==> src/rtl/z480_trap_seq.sv <==
// ---------------------------------------------------------------------------
// z480_trap_seq
//   Trap/interrupt entry-and-return sequencer for the Z480 privilege framework.
//   Selects a pending exception or enabled IRQ, asks the pipeline to drain,
//   saves PC/cause, switches privilege mode and redirects fetch to the handler
//   vector. Also performs the xRET restore (mode, PC, global enable).
//
// Ports
//   clk, rst_n                 clock, asynchronous active-low reset
//   priv_mode[1:0]             current privilege mode (U=0, S=1, H=2, 3 as S)
//   tv_u/s/h_base[63:0]        trap vector bases per target mode
//   ie, ip[IRQ_N-1:0]          interrupt enable / pending snapshot
//   gie_we, gie_wdata          software write of the global interrupt enable
//   exc_valid, exc_cause[5:0]  synchronous exception (level until taken)
//   xret_valid                 xRET retired (1-cycle pulse)
//   drain_req                  stop-and-drain request to the pipeline
//   drain_done, drain_epc      pipeline drained; oldest unretired PC
//   redirect_valid/_pc         1-cycle fetch redirect
//   set_priv_valid/_mode       1-cycle privilege update strobe
//   epc, cause[6:0]            saved PC; cause[6]=1 means IRQ index in [5:0]
//   gie                        global interrupt enable
//   trap_busy                  sequencer is not idle
// ---------------------------------------------------------------------------
module z480_trap_seq #(
    parameter int IRQ_N       = 32,
    parameter int IRQ_VOFS    = 64,
    parameter int IRQ_VSTRIDE = 8
) (
    input  logic             clk,
    input  logic             rst_n,
    input  logic [1:0]       priv_mode,
    input  logic [63:0]      tv_u_base,
    input  logic [63:0]      tv_s_base,
    input  logic [63:0]      tv_h_base,
    input  logic [IRQ_N-1:0] ie,
    input  logic [IRQ_N-1:0] ip,
    input  logic             gie_we,
    input  logic             gie_wdata,
    input  logic             exc_valid,
    input  logic [5:0]       exc_cause,
    input  logic             xret_valid,
    output logic             drain_req,
    input  logic             drain_done,
    input  logic [63:0]      drain_epc,
    output logic             redirect_valid,
    output logic [63:0]      redirect_pc,
    output logic             set_priv_valid,
    output logic [1:0]       set_priv_mode,
    output logic [63:0]      epc,
    output logic [6:0]       cause,
    output logic             gie,
    output logic             trap_busy
);

    typedef enum logic [1:0] {
        ST_IDLE   = 2'd0,
        ST_DRAIN  = 2'd1,
        ST_COMMIT = 2'd2
    } state_e;

    localparam logic [1:0] PRIV_U = 2'd0;
    localparam logic [1:0] PRIV_S = 2'd1;
    localparam logic [1:0] PRIV_H = 2'd2;

    state_e      r_state, w_state_nxt;
    logic        r_gie, r_saved_gie, r_ret;
    logic [1:0]  r_lpriv, r_saved_priv;
    logic [63:0] r_epc;
    logic [6:0]  r_cause;

    logic [IRQ_N-1:0] w_pend;
    logic             w_irq_hit;
    logic [5:0]       w_irq_idx;
    logic             w_take;
    logic [6:0]       w_take_cause;
    logic [1:0]       w_cur_priv;
    logic [1:0]       w_target;
    logic [63:0]      w_base;
    logic [63:0]      w_trap_pc;
    logic             w_unused;

    // User-mode traps are never targeted; the U base is accepted for
    // interface symmetry with the privilege-control block only.
    assign w_unused = ^tv_u_base ^ (priv_mode == PRIV_U);

    assign w_pend = ie & ip;

    // Lowest pending index wins: scan downwards so the last hit is the lowest.
    always_comb begin
        // NOTE: every variable written here gets a default first, so no path
        // leaves it unassigned and no latch is inferred.
        w_irq_hit = 1'b0;
        w_irq_idx = '0;
        for (int i = IRQ_N - 1; i >= 0; i--) begin
            if (w_pend[i]) begin
                w_irq_hit = 1'b1;
                w_irq_idx = 6'(i);
            end
        end
    end

    assign w_take       = exc_valid | (r_gie & w_irq_hit);
    assign w_take_cause = exc_valid ? {1'b0, exc_cause} : {1'b1, w_irq_idx};
    assign w_cur_priv   = (priv_mode == 2'd3) ? PRIV_S : priv_mode;

    assign w_target  = (r_lpriv == PRIV_H) ? PRIV_H : PRIV_S;
    assign w_base    = (w_target == PRIV_H) ? tv_h_base : tv_s_base;
    assign w_trap_pc = r_cause[6]
                     ? w_base + 64'(IRQ_VOFS) + 64'(r_cause[5:0]) * 64'(IRQ_VSTRIDE)
                     : w_base;

    // State register.
    always_ff @(posedge clk or negedge rst_n) begin
        // NOTE: sequential state uses non-blocking assignments so every
        // register samples pre-edge values regardless of statement order.
        if (!rst_n) r_state <= ST_IDLE;
        else        r_state <= w_state_nxt;
    end

    // Next state and strobe outputs.
    always_comb begin
        w_state_nxt    = r_state;
        drain_req      = 1'b0;
        redirect_valid = 1'b0;
        redirect_pc    = r_epc;
        set_priv_valid = 1'b0;
        set_priv_mode  = r_saved_priv;
        case (r_state)
            ST_IDLE: begin
                if (w_take) w_state_nxt = ST_DRAIN;
                // xRET restore strobe, registered one cycle after acceptance.
                redirect_valid = r_ret;
                set_priv_valid = r_ret;
            end
            ST_DRAIN: begin
                drain_req = 1'b1;
                if (drain_done) w_state_nxt = ST_COMMIT;
            end
            ST_COMMIT: begin
                w_state_nxt    = ST_IDLE;
                redirect_valid = 1'b1;
                redirect_pc    = w_trap_pc;
                set_priv_valid = 1'b1;
                set_priv_mode  = w_target;
            end
            default: w_state_nxt = ST_IDLE;
        endcase
    end

    // Saved context, cause/epc capture and the global interrupt enable.
    always_ff @(posedge clk or negedge rst_n) begin
        if (!rst_n) begin
            r_gie        <= 1'b0;
            r_saved_gie  <= 1'b0;
            r_saved_priv <= PRIV_S;
            r_lpriv      <= PRIV_S;
            r_epc        <= '0;
            r_cause      <= '0;
            r_ret        <= 1'b0;
        end else begin
            r_ret <= 1'b0;
            case (r_state)
                ST_IDLE: begin
                    if (w_take) begin
                        // A trap in the same cycle as xRET drops the xRET.
                        r_cause <= w_take_cause;
                        r_lpriv <= w_cur_priv;
                        if (gie_we) r_gie <= gie_wdata;
                    end else if (xret_valid) begin
                        r_ret <= 1'b1;
                        r_gie <= r_saved_gie;
                    end else if (gie_we) begin
                        r_gie <= gie_wdata;
                    end
                end
                ST_DRAIN: begin
                    // An exception pre-empts a latched IRQ; once the cause is
                    // an exception, further events are ignored. A latched IRQ
                    // is never cancelled by ip/ie dropping.
                    if (exc_valid && r_cause[6]) r_cause <= {1'b0, exc_cause};
                    if (drain_done)              r_epc   <= drain_epc;
                end
                ST_COMMIT: begin
                    r_saved_priv <= r_lpriv;
                    r_saved_gie  <= r_gie;
                    r_gie        <= 1'b0;
                end
                default: ;
            endcase
        end
    end

    assign epc       = r_epc;
    assign cause     = r_cause;
    assign gie       = r_gie;
    assign trap_busy = (r_state != ST_IDLE);

endmodule

==> config.mk <==
export PLATFORM = sky130hd
export DESIGN_NAME = z480_trap_seq
export DESIGN_NICKNAME = d
export VERILOG_FILES = /design/src/rtl/z480_trap_seq.sv
export SDC_FILE = /design/constraint.sdc
export NUM_CORES = 1
export LEC_CHECK = 0
export ABC_CLOCK_PERIOD_IN_PS = 6800
export BUFFER_PORTS_ARGS = -buffer_cell sky130_fd_sc_hd__buf_2
export CELL_PAD_IN_SITES_DETAIL_PLACEMENT = 0
export CELL_PAD_IN_SITES_GLOBAL_PLACEMENT = 1
export CORE_AREA = 3 3 184 186
export CTS_CLUSTER_DIAMETER = 30
export DETAILED_ROUTE_END_ITERATION = 8
export DIE_AREA = 0 0 187 189
export PLACE_DENSITY_LB_ADDON = 0.12
export SLEW_MARGIN = 15
export SYNTH_ARGS = -nofsm -noshare
export SYNTH_HDL_FRONTEND = slang
export SYNTH_SLANG_ARGS = --single-unit
export TNS_END_PERCENT = 1
==> constraint.sdc <==
create_clock -name clk -period 6.8 [get_ports clk]
set_input_delay 1.02 -clock clk [delete_from_list [all_inputs] [get_ports clk]]
set_output_delay 1.02 -clock clk [all_outputs]
set_load 0.02 [all_outputs]
* Word-level counts from Yosys, hierarchy flattened
Index checks and enable logic that the tools add are counted.
** Word-level totals
- Register bits after elaboration :: 80
- Bits in latches :: 0
- RAM bits :: 0
- ROM bits :: 0
- Output and inout port bits :: 142
- Logic and storage cells :: 116
- Memories :: 0
** Operators by class
- Add/subtract/negate cells :: 2
- $mul :: 0
- Divide/modulo/power cells :: 0
- $lt $le $gt $ge :: 0
- Equal/unequal tests :: 8
- Shift operators :: 0
- Muxes and demuxes :: 86
- Bitwise operators :: 3
- Reductions and logical operators :: 9
** Operators with widths (count)
- $mux W64 :: 3
- $mux W6 :: 30
- $add A64 B7 Y64 const B :: 1
- $add A64 B9 Y64 :: 1
- $mux W1 :: 39
- $and A32 B32 Y32 :: 1
- $mux W7 :: 3
- $pmux W7 S2 :: 1
- $mux W2 :: 5
- $mux W5 :: 2
- $eq A2 B2 Y1 const B :: 4
- $ne A2 B2 Y1 const B :: 3
- $reduce_and A2 Y1 :: 3
- $reduce_bool A2 Y1 :: 3
- $pmux W1 S2 :: 2
- $pmux W2 S2 :: 1
- $reduce_and A3 Y1 :: 1
- $eq A2 B1 Y1 const B :: 1
- $logic_not A2 Y1 :: 1
- $and A1 B1 Y1 :: 1
- $logic_and A1 B1 Y1 :: 1
- $or A1 B1 Y1 :: 1

* Longest topological paths before layout
Gate-level depths: netlist of run 1.
- Word-level depth :: 37
- Mapped depth :: 18

* Least setup slack after synthesis of run 1
No wires, ideal clock.
- Kind :: flip-flop to output port
- From :: reg r_lpriv[0]
- To :: out redirect_pc[24]
- Arrival :: 4.346 ns
- Required time :: 5.780 ns
- Slack :: 1.434 ns
- Cell stages (with the launch flop) :: 19
- Path buffers :: 6
- Path through :: dfstp_2 and2b_1 buf_4 buf_2 buf_2 buf_2 buf_2 nand2_1 nand2_1 ha_1 ha_1 fa_1 a211oi_1 o21ai_0 nand3_1 clkbuf_1 nor3_1 xor2_1 o21ai_0
** Between the ends
- Word-level cells in the longest chain between the ends :: 8
** Ends and longest elaborated chain
- start: declaration :: RTL line 67 : logic [1:0] r_lpriv, r_saved_priv;
- start signal: assignment :: RTL line 167 : r_lpriv <= w_cur_priv;
- $eq A2 B2 Y1 * :: RTL line 106 : assign w_target = (r_lpriv == PRIV_H) ? PRIV_H : PRIV_S;
- $mux W2 * :: RTL line 106
- $eq A2 B2 Y1 * :: RTL line 107 : assign w_base = (w_target == PRIV_H) ? tv_h_base : tv_s_base;
- $mux W64 * :: RTL line 107
- $add A64 B7 Y64 :: RTL line 109 : ? w_base + 64'(IRQ_VOFS) + 64'(r_cause[5:0]) * 64'(IRQ_VSTRIDE)
- $add A64 B9 Y64 :: RTL line 109
- $mux W64 * :: RTL line 109
- $mux W64 * :: RTL line 128 : case (r_state)
- end: declaration :: RTL line 46 : output logic [63:0] redirect_pc,
Every way passes the cells marked *; elsewhere a longest branch is shown, timed or not.

* Final worst setup path of run 1
- From :: reg r_lpriv[0]
- To :: out redirect_pc[50]
Same word-level chain as after synthesis.

==> out/metrics.csv, run 1 <==
metric;value;unit
initial antenna violation count;9;
port bufs;412;
worst clock skew;0.0107;ns
Post-Place Setup Slack;1.34;ns
r2r setup slk;4.62;ns
Initial DRC Count;396;
FF-to-FF path depth;3;
vias in the first global route;8786;
clk sinks;80;
CTS Root Cell;clkbuf_16;
Crit. Startpoint;r_lpriv[0]$_DFFE_PN1P_;
H-Tree Depth;3;
Tmin final;5.61;ns
crit end category;output port;
CTS max path bufs;2;
Hold Path Class;flip-flop to flip-flop;
Critical Path Max Stage Delay;0.99;ns
area of the die;35300;µm²
syn_area_per_cell;8.20;µm²
arrival time at the worst endpoint;4.59;ns
VDD IR-drop max;182;µV
vias per std cell;4.86;
Placed Area;10100;µm²
Max Cap Viol;0;
WL/cell;19.7;µm
Post-synth top flop;dfrtp_1;
worst r2r src;r_state[1]$_DFFE_PN0P_;
final wirelength;34.9;mm
Final setup viols;0;
Max Slew Vio Count;0;
first-pass GRT wire length;52.3;mm
GRT Resource Usage Total;19.1;%
CTS tree;yes;
most common cell after layout, fill and taps aside;buf_2;
largest net degree at the start of global routing;83;
Layout Nets;1665;
CTS resizes;0;
RSZ-0062 raised after global routing;no;
most frequent cells in the layout;buf_2 (411), nand2_1 (202), mux2_2 (78), dfrtp_1 (78), mux2i_1 (61);
CP max-delay cell;nor4_2;
Worst-path clk slew;0.07;ns
register area share after synthesis;26.1;%
Post-Syn Area;7670;µm²
initial core utilization;23.6;%
core area;32500;µm²
syn nets;1283;
relative slew slack;22.9;%
Die Wd;187;µm
Hold Fails Final Rpt;0;
fin area;10500;µm²
Worst setup SP type;flip-flop;
pwr/cell area;412;nW/µm²
CP Class;flip-flop to output port;
setup ws final;1.19;ns
GRT overflow;0;
status;finished, final reports clean;
crit path to;redirect_pc[50];
GP Congestion;0.808;
leakage power;4.98;nW
die height;189;µm
clock buffer count from CTS;9;
clock insertion delay at the later pin of the skew report;0.37;ns
DR pass1 iterations;4;
FMAX;178;MHz
Yosys reg bits;80;
layout cells sized above 1;41.5;%
capturing point of the worst reg2reg path;cause[4]$_DFFE_PN0P_;
TNS Setup;0;ns
Layout area overhead;36.7;%
IO Count;477;
num rows;66;
Routed Antenna Nets;0;
Ys Warns;0;
Period Utilization, post-route;82.4;%
CP Cell Sequence;and2b_4 -> nand2_1 -> nand2_1 -> ha_1 -> ha_1 -> fa_1 -> a211oi_1 -> o21ai_0 -> nand3_1 -> buf_4 -> nor4_2 -> a21oi_1 -> a211o_1 -> buf_2;
CP Data Required Time;5.78;ns
detailed placer's ending HPWL;27.9;mm
Synth async-reset ratio;100;%
crit path max fanout;16;
via count;8595;
Setup Buffers After CTS;0;
Yosys cell types;83;
# hold bufs at CTS;0;
number of synthesized flops with an enable pin;0;
worst slew pin tran;1.15;ns
Cells after Synth;935;
DRC;0;
[cell usage after synthesis (4+ instances only)]
master	n	area share (%)
inv_1	15	0.73
nand4_1	26	2.1
or2_2	4	0.33
mux2i_1	61	8.0
o41ai_1	4	0.46
a211oi_1	4	0.39
a21oi_1	12	0.78
a22oi_1	19	1.9
mux2i_2	4	0.72
nor2_1	51	2.5
nand2_1	204	10
mux2i_4	5	1.5
nor4_1	12	0.98
buf_4	6	0.59
nor3_1	14	0.91
a211o_1	12	1.4
nor2b_1	4	0.33
nand2b_1	4	0.33
a21o_1	4	0.39
buf_2	9	0.59
xnor2_1	8	0.91
clkbuf_1	30	1.5
and2_1	6	0.49
a31oi_1	14	1.1
dfrtp_1	78	25
o211ai_1	13	1.3
or3_1	9	0.73
ha_1	12	2.0
nand3_1	45	2.9
and3_1	18	1.5
mux2_2	78	11
xor2_1	14	1.6
o21ai_0	48	3.1
o31ai_1	5	0.49
[per-layer routing]
layer / part of all wire, % / GRT usage, %
met2: 49 / 33.8
met3: 6.5 / 5.42
met5: 0.20 / 0
met4: 1.0 / 3.90
met1: 43 / 23.3
[final cells by class]
type | instances | area [µm²]
fill | 3614 | 22000
multi-input combinational | 788 | 5390
timing repair buffer | 423 | 2150
sequential | 80 | 2000
tap | 442 | 553
clock buffer | 9 | 225
clock inverter | 7 | 95.1
inverter | 15 | 56.3
antenna | 5 | 12.5
[cells by family after synthesis]
family,Yosys count,share of synthesized area [%]
AOI/OAI and AO/OA,181,16.7
xor gates and xnor gates,22,2.51
adders and majority gates,13,2.22
buffers and inverters,67,4.08
DFF,80,26.1
muxes,150,22.0
and+or+nand+nor,422,26.3
[flip-flops by register name, summed over array words and instances, names as in the netlist]
| register | flops |
|---|---|
| epc | 64 |
| r_state | 2 |
| r_saved_gie | 1 |
| gie | 1 |
| r_ret | 1 |
| cause | 7 |
| r_saved_priv | 2 |
| r_lpriv | 2 |
[worst min-delay path by stage]
stage	depth (start not counted)	end	start
after detailed placement	2	r_saved_priv[1]$_DFFE_PN0P_	r_saved_priv[1]$_DFFE_PN0P_
after floorplan	2	r_saved_priv[1]$_DFFE_PN0P_	r_saved_priv[1]$_DFFE_PN0P_
after global placement	2	r_saved_priv[1]$_DFFE_PN0P_	r_saved_priv[1]$_DFFE_PN0P_
final	2	r_saved_priv[1]$_DFFE_PN0P_	r_saved_priv[1]$_DFFE_PN0P_
after global routing	2	r_saved_priv[1]$_DFFE_PN0P_	r_saved_priv[1]$_DFFE_PN0P_
after CTS	2	r_saved_priv[1]$_DFFE_PN0P_	r_saved_priv[1]$_DFFE_PN0P_
[report_power, final]
part | switching, mW | internal, mW | total, mW
sequential | 0.221 | 0.721 | 0.941
combinational | 1.77 | 1.07 | 2.83
clock | 0.224 | 0.322 | 0.546
total | 2.21 | 2.11 | 4.32
[stage by stage]
stage,cells,power (mW),hold slack [ns],util (%)
3_3_place_gp,1748,3.83,0.452,31.3
6_report,1769,4.32,0.476,32.3
4_1_cts,1764,4.41,0.477,32.3
5_1_grt,1767,4.66,0.502,32.3
2_1_floorplan,935,2.79,0.432,-
3_5_place_dp,1748,3.84,0.458,31.3
[worst max-delay path: cells and delay by family (launching register included)]
kind	cells	cell delay, ns
buffers and inverters	2	0.38
DFF	1	0.65
adders and majority gates	3	0.72
and+or+nand+nor	5	1.61
AOI/OAI and AO/OA	4	0.83
No activity file was read; power rests on OpenSTA's default activity.
==> inputs of run 2 (changes only) <==
--- a/config.mk
+++ b/config.mk
@@ -5,7 +5,7 @@
 export SDC_FILE = /design/constraint.sdc
 export NUM_CORES = 1
 export LEC_CHECK = 0
-export ABC_CLOCK_PERIOD_IN_PS = 6800
+export ABC_CLOCK_PERIOD_IN_PS = 5600
 export BUFFER_PORTS_ARGS = -buffer_cell sky130_fd_sc_hd__buf_2
 export CELL_PAD_IN_SITES_DETAIL_PLACEMENT = 0
 export CELL_PAD_IN_SITES_GLOBAL_PLACEMENT = 1
==> constraint.sdc (replaced) <==
create_clock -name clk -period 5.6 [get_ports clk]
set_input_delay 0.84 -clock clk [delete_from_list [all_inputs] [get_ports clk]]
set_output_delay 0.84 -clock clk [all_outputs]
set_load 0.02 [all_outputs]
==> out/metrics.csv, run 2 (synthesized netlist as in run 1, its figures left out) <==
metric;value;unit;change
initial core utilization;23.6;%;unchanged
max FFs per register;64;;unchanged
Period Utilization, post-route;94.1;%;
WL/cell;19.7;µm;-0.38%
Setup Buffers After CTS;0;;unchanged
die height;189;µm;unchanged
Seq pwr share;22.1;%;+0.3 points
DRC;0;;unchanged
CTS Root Cell;clkbuf_16;;
Placed Area;10200;µm²;+0.57%
most used cell, CP;ha_1;;
CP max-delay cell;or4_4;;
CTS resizes;0;;unchanged
status;finished, final reports clean;;
Die Wd;187;µm;unchanged
H-Tree Depth;3;;unchanged
final wirelength;34.9;mm;+0.13%
GRT overflow;0;;unchanged
CTS max path bufs;2;;unchanged
GRT Resource Usage Total;19.3;%;+0.19 points
RSZ-0062 raised after global routing;no;;
Reg area;2000;µm²;unchanged
P_sw;2.69;mW;+22%
placed cells;1754;;+0.34%
CP delay by family, top;simple AND/OR/NAND/NOR gates;;
area of the multi-input gates;5390;µm²;unchanged
DR pass1 iterations;5;;+1
IO Count;477;;unchanged
most common cell after layout, fill and taps aside;buf_2;;
non-filler cells, final;1778;;+0.51%
GP Congestion;0.811;;+0.38%
CP bufs+invs;2;;unchanged
Int Power;2.53;mW;+20%
pwr/cell area;495;nW/µm²;+20%
clk sinks;80;;unchanged
Worst-path clk slew;0.07;ns;about the same
Hold Path Class;input pin to asynchronous set/reset pin;;
CP Class;flip-flop to output port;;
clock buffer count from CTS;9;;unchanged
first-pass GRT wire length;52.8;mm;+1.0%
detailed placer's ending HPWL;28.1;mm;+0.78%
worst clock skew;0.0157;ns;+0.00500 ns
relative slew slack;34.0;%;+11 points
Tmin final;5.27;ns;
Layout Nets;1673;;+0.48%
area of the die;35300;µm²;unchanged
Sw Share;51.6;%;+0.35 points
leakage power;5.00;nW;+0.53%
vias per std cell;4.84;;-0.45%
Layout area overhead;37.4;%;
core area;32500;µm²;unchanged
arrival time at the worst endpoint;4.43;ns;-0.16 ns
Logic pwr share;66.0;%;+0.4 points
CP Data Required Time;4.76;ns;-1.02 ns
Max Cap Viol;0;;unchanged
FMAX;190;MHz;
worst slew pin tran;0.989;ns;-0.158 ns
crit end category;output port;;
Critical Path Max Stage Delay;0.74;ns;-0.25 ns
num rows;66;;unchanged
fin area;10500;µm²;+0.49%
Hold Fails Final Rpt;0;;unchanged
Final setup viols;0;;unchanged
Filler Cell Count;3615;;+0.028%
vias in the first global route;8819;;+0.38%
Initial DRC Count;315;;-20%
Clock Power Share;11.9;%;-0.7 points
CP Cell Sequence;and2b_4 -> mux2i_1 -> ha_1 -> inv_1 -> ha_1 -> a211oi_1 -> o21ai_0 -> nand3_1 -> or4_4 -> nor4b_1 -> nand3b_1 -> buf_2;;
Max Slew Vio Count;0;;unchanged
Total Power;5.22;mW;+21%
Worst setup SP type;flip-flop;;
Final Util;32.5;%;+0.16 points
port bufs;412;;unchanged
most frequent cells in the layout;buf_2 (411), nand2_1 (202), mux2_2 (78), dfrtp_1 (78), mux2i_1 (61);;
TNS Setup;0;ns;unchanged
initial antenna violation count;11;;+2
# hold bufs at CTS;0;;unchanged
clock insertion delay at the later pin of the skew report;0.38;ns;about the same
crit path max fanout;9;;-7
largest net degree at the start of global routing;68;;-18%
Routed Antenna Nets;0;;unchanged
via count;8600;;+0.058%
layout cells sized above 1;41.8;%;+0.28 points
CTS tree;yes;;
VDD IR-drop max;233;µV;+28%
-- run 2: metrics by stage --
| stage | hold slack, ns | setup WS, ns |
|---|---|---|
| floorplan | 0.432 | 0.414 |
| global placement | 0.449 | 0.561 |
| detailed placement | 0.450 | 0.576 |
| CTS | 0.447 | 0.139 |
| global route | 0.475 | 0.0241 |
| finish | 0.443 | 0.333 |
-- run 2: area by class of cell --
type / count / area share (%)
clock inverter: 6 / 0.641
antenna: 6 / 0.143
timing repair buffer: 431 / 21.1
inverter: 15 / 0.535
tap: 442 / 5.25
sequential: 80 / 19.0
multi-input combinational: 788 / 51.2
clock buffer: 10 / 2.17
-- run 2: per-layer routing --
layer	wire length (µm)	track usage, %	vias to the layer above
met5	57	0	-
met4	557	5.21	10
met3	2410	6.02	33
met2	16900	33.3	265
met1	15000	23.4	4031
li1	-	-	4261
-- run 2: final timing paths --
path | end | from | cells after the start | slack [ns]
max in group asynchronous | epc[4]$_DFFE_PN0P_ | rst_n | 2 | 4.16
hold reg to reg | r_saved_priv[0]$_DFFE_PN1P_ | r_saved_priv[0]$_DFFE_PN1P_ | 2 | 0.46
min in group clk | r_saved_priv[0]$_DFFE_PN1P_ | r_saved_priv[0]$_DFFE_PN1P_ | 2 | 0.46
hold / removal | epc[55]$_DFFE_PN0P_ | rst_n | 1 | 0.44
setup reg to reg | cause[4]$_DFFE_PN0P_ | r_state[1]$_DFFE_PN0P_ | 3 | 3.45
setup / recovery | redirect_pc[62] | r_lpriv[0]$_DFFE_PN1P_ | 12 | 0.33
-- run 2: power by group through the flow --
stage               Combinational [mW]  Sequential (mW)  Clock (mW)
detailed placement                3.50             1.17           0
global route                      3.76             1.20       0.666
finish                            3.45             1.15       0.622
CTS                               3.51             1.16       0.650
floorplan                         1.99             1.40           0
global placement                  3.50             1.16           0
-- run 2: worst register-to-register path, delay by kind of cell (launching register included) --
family,cells,cell delay (ns)
and+or+nand+nor,1,0.37
AOI/OAI and AO/OA,1,0.78
muxes,1,0.42
DFF,1,0.49
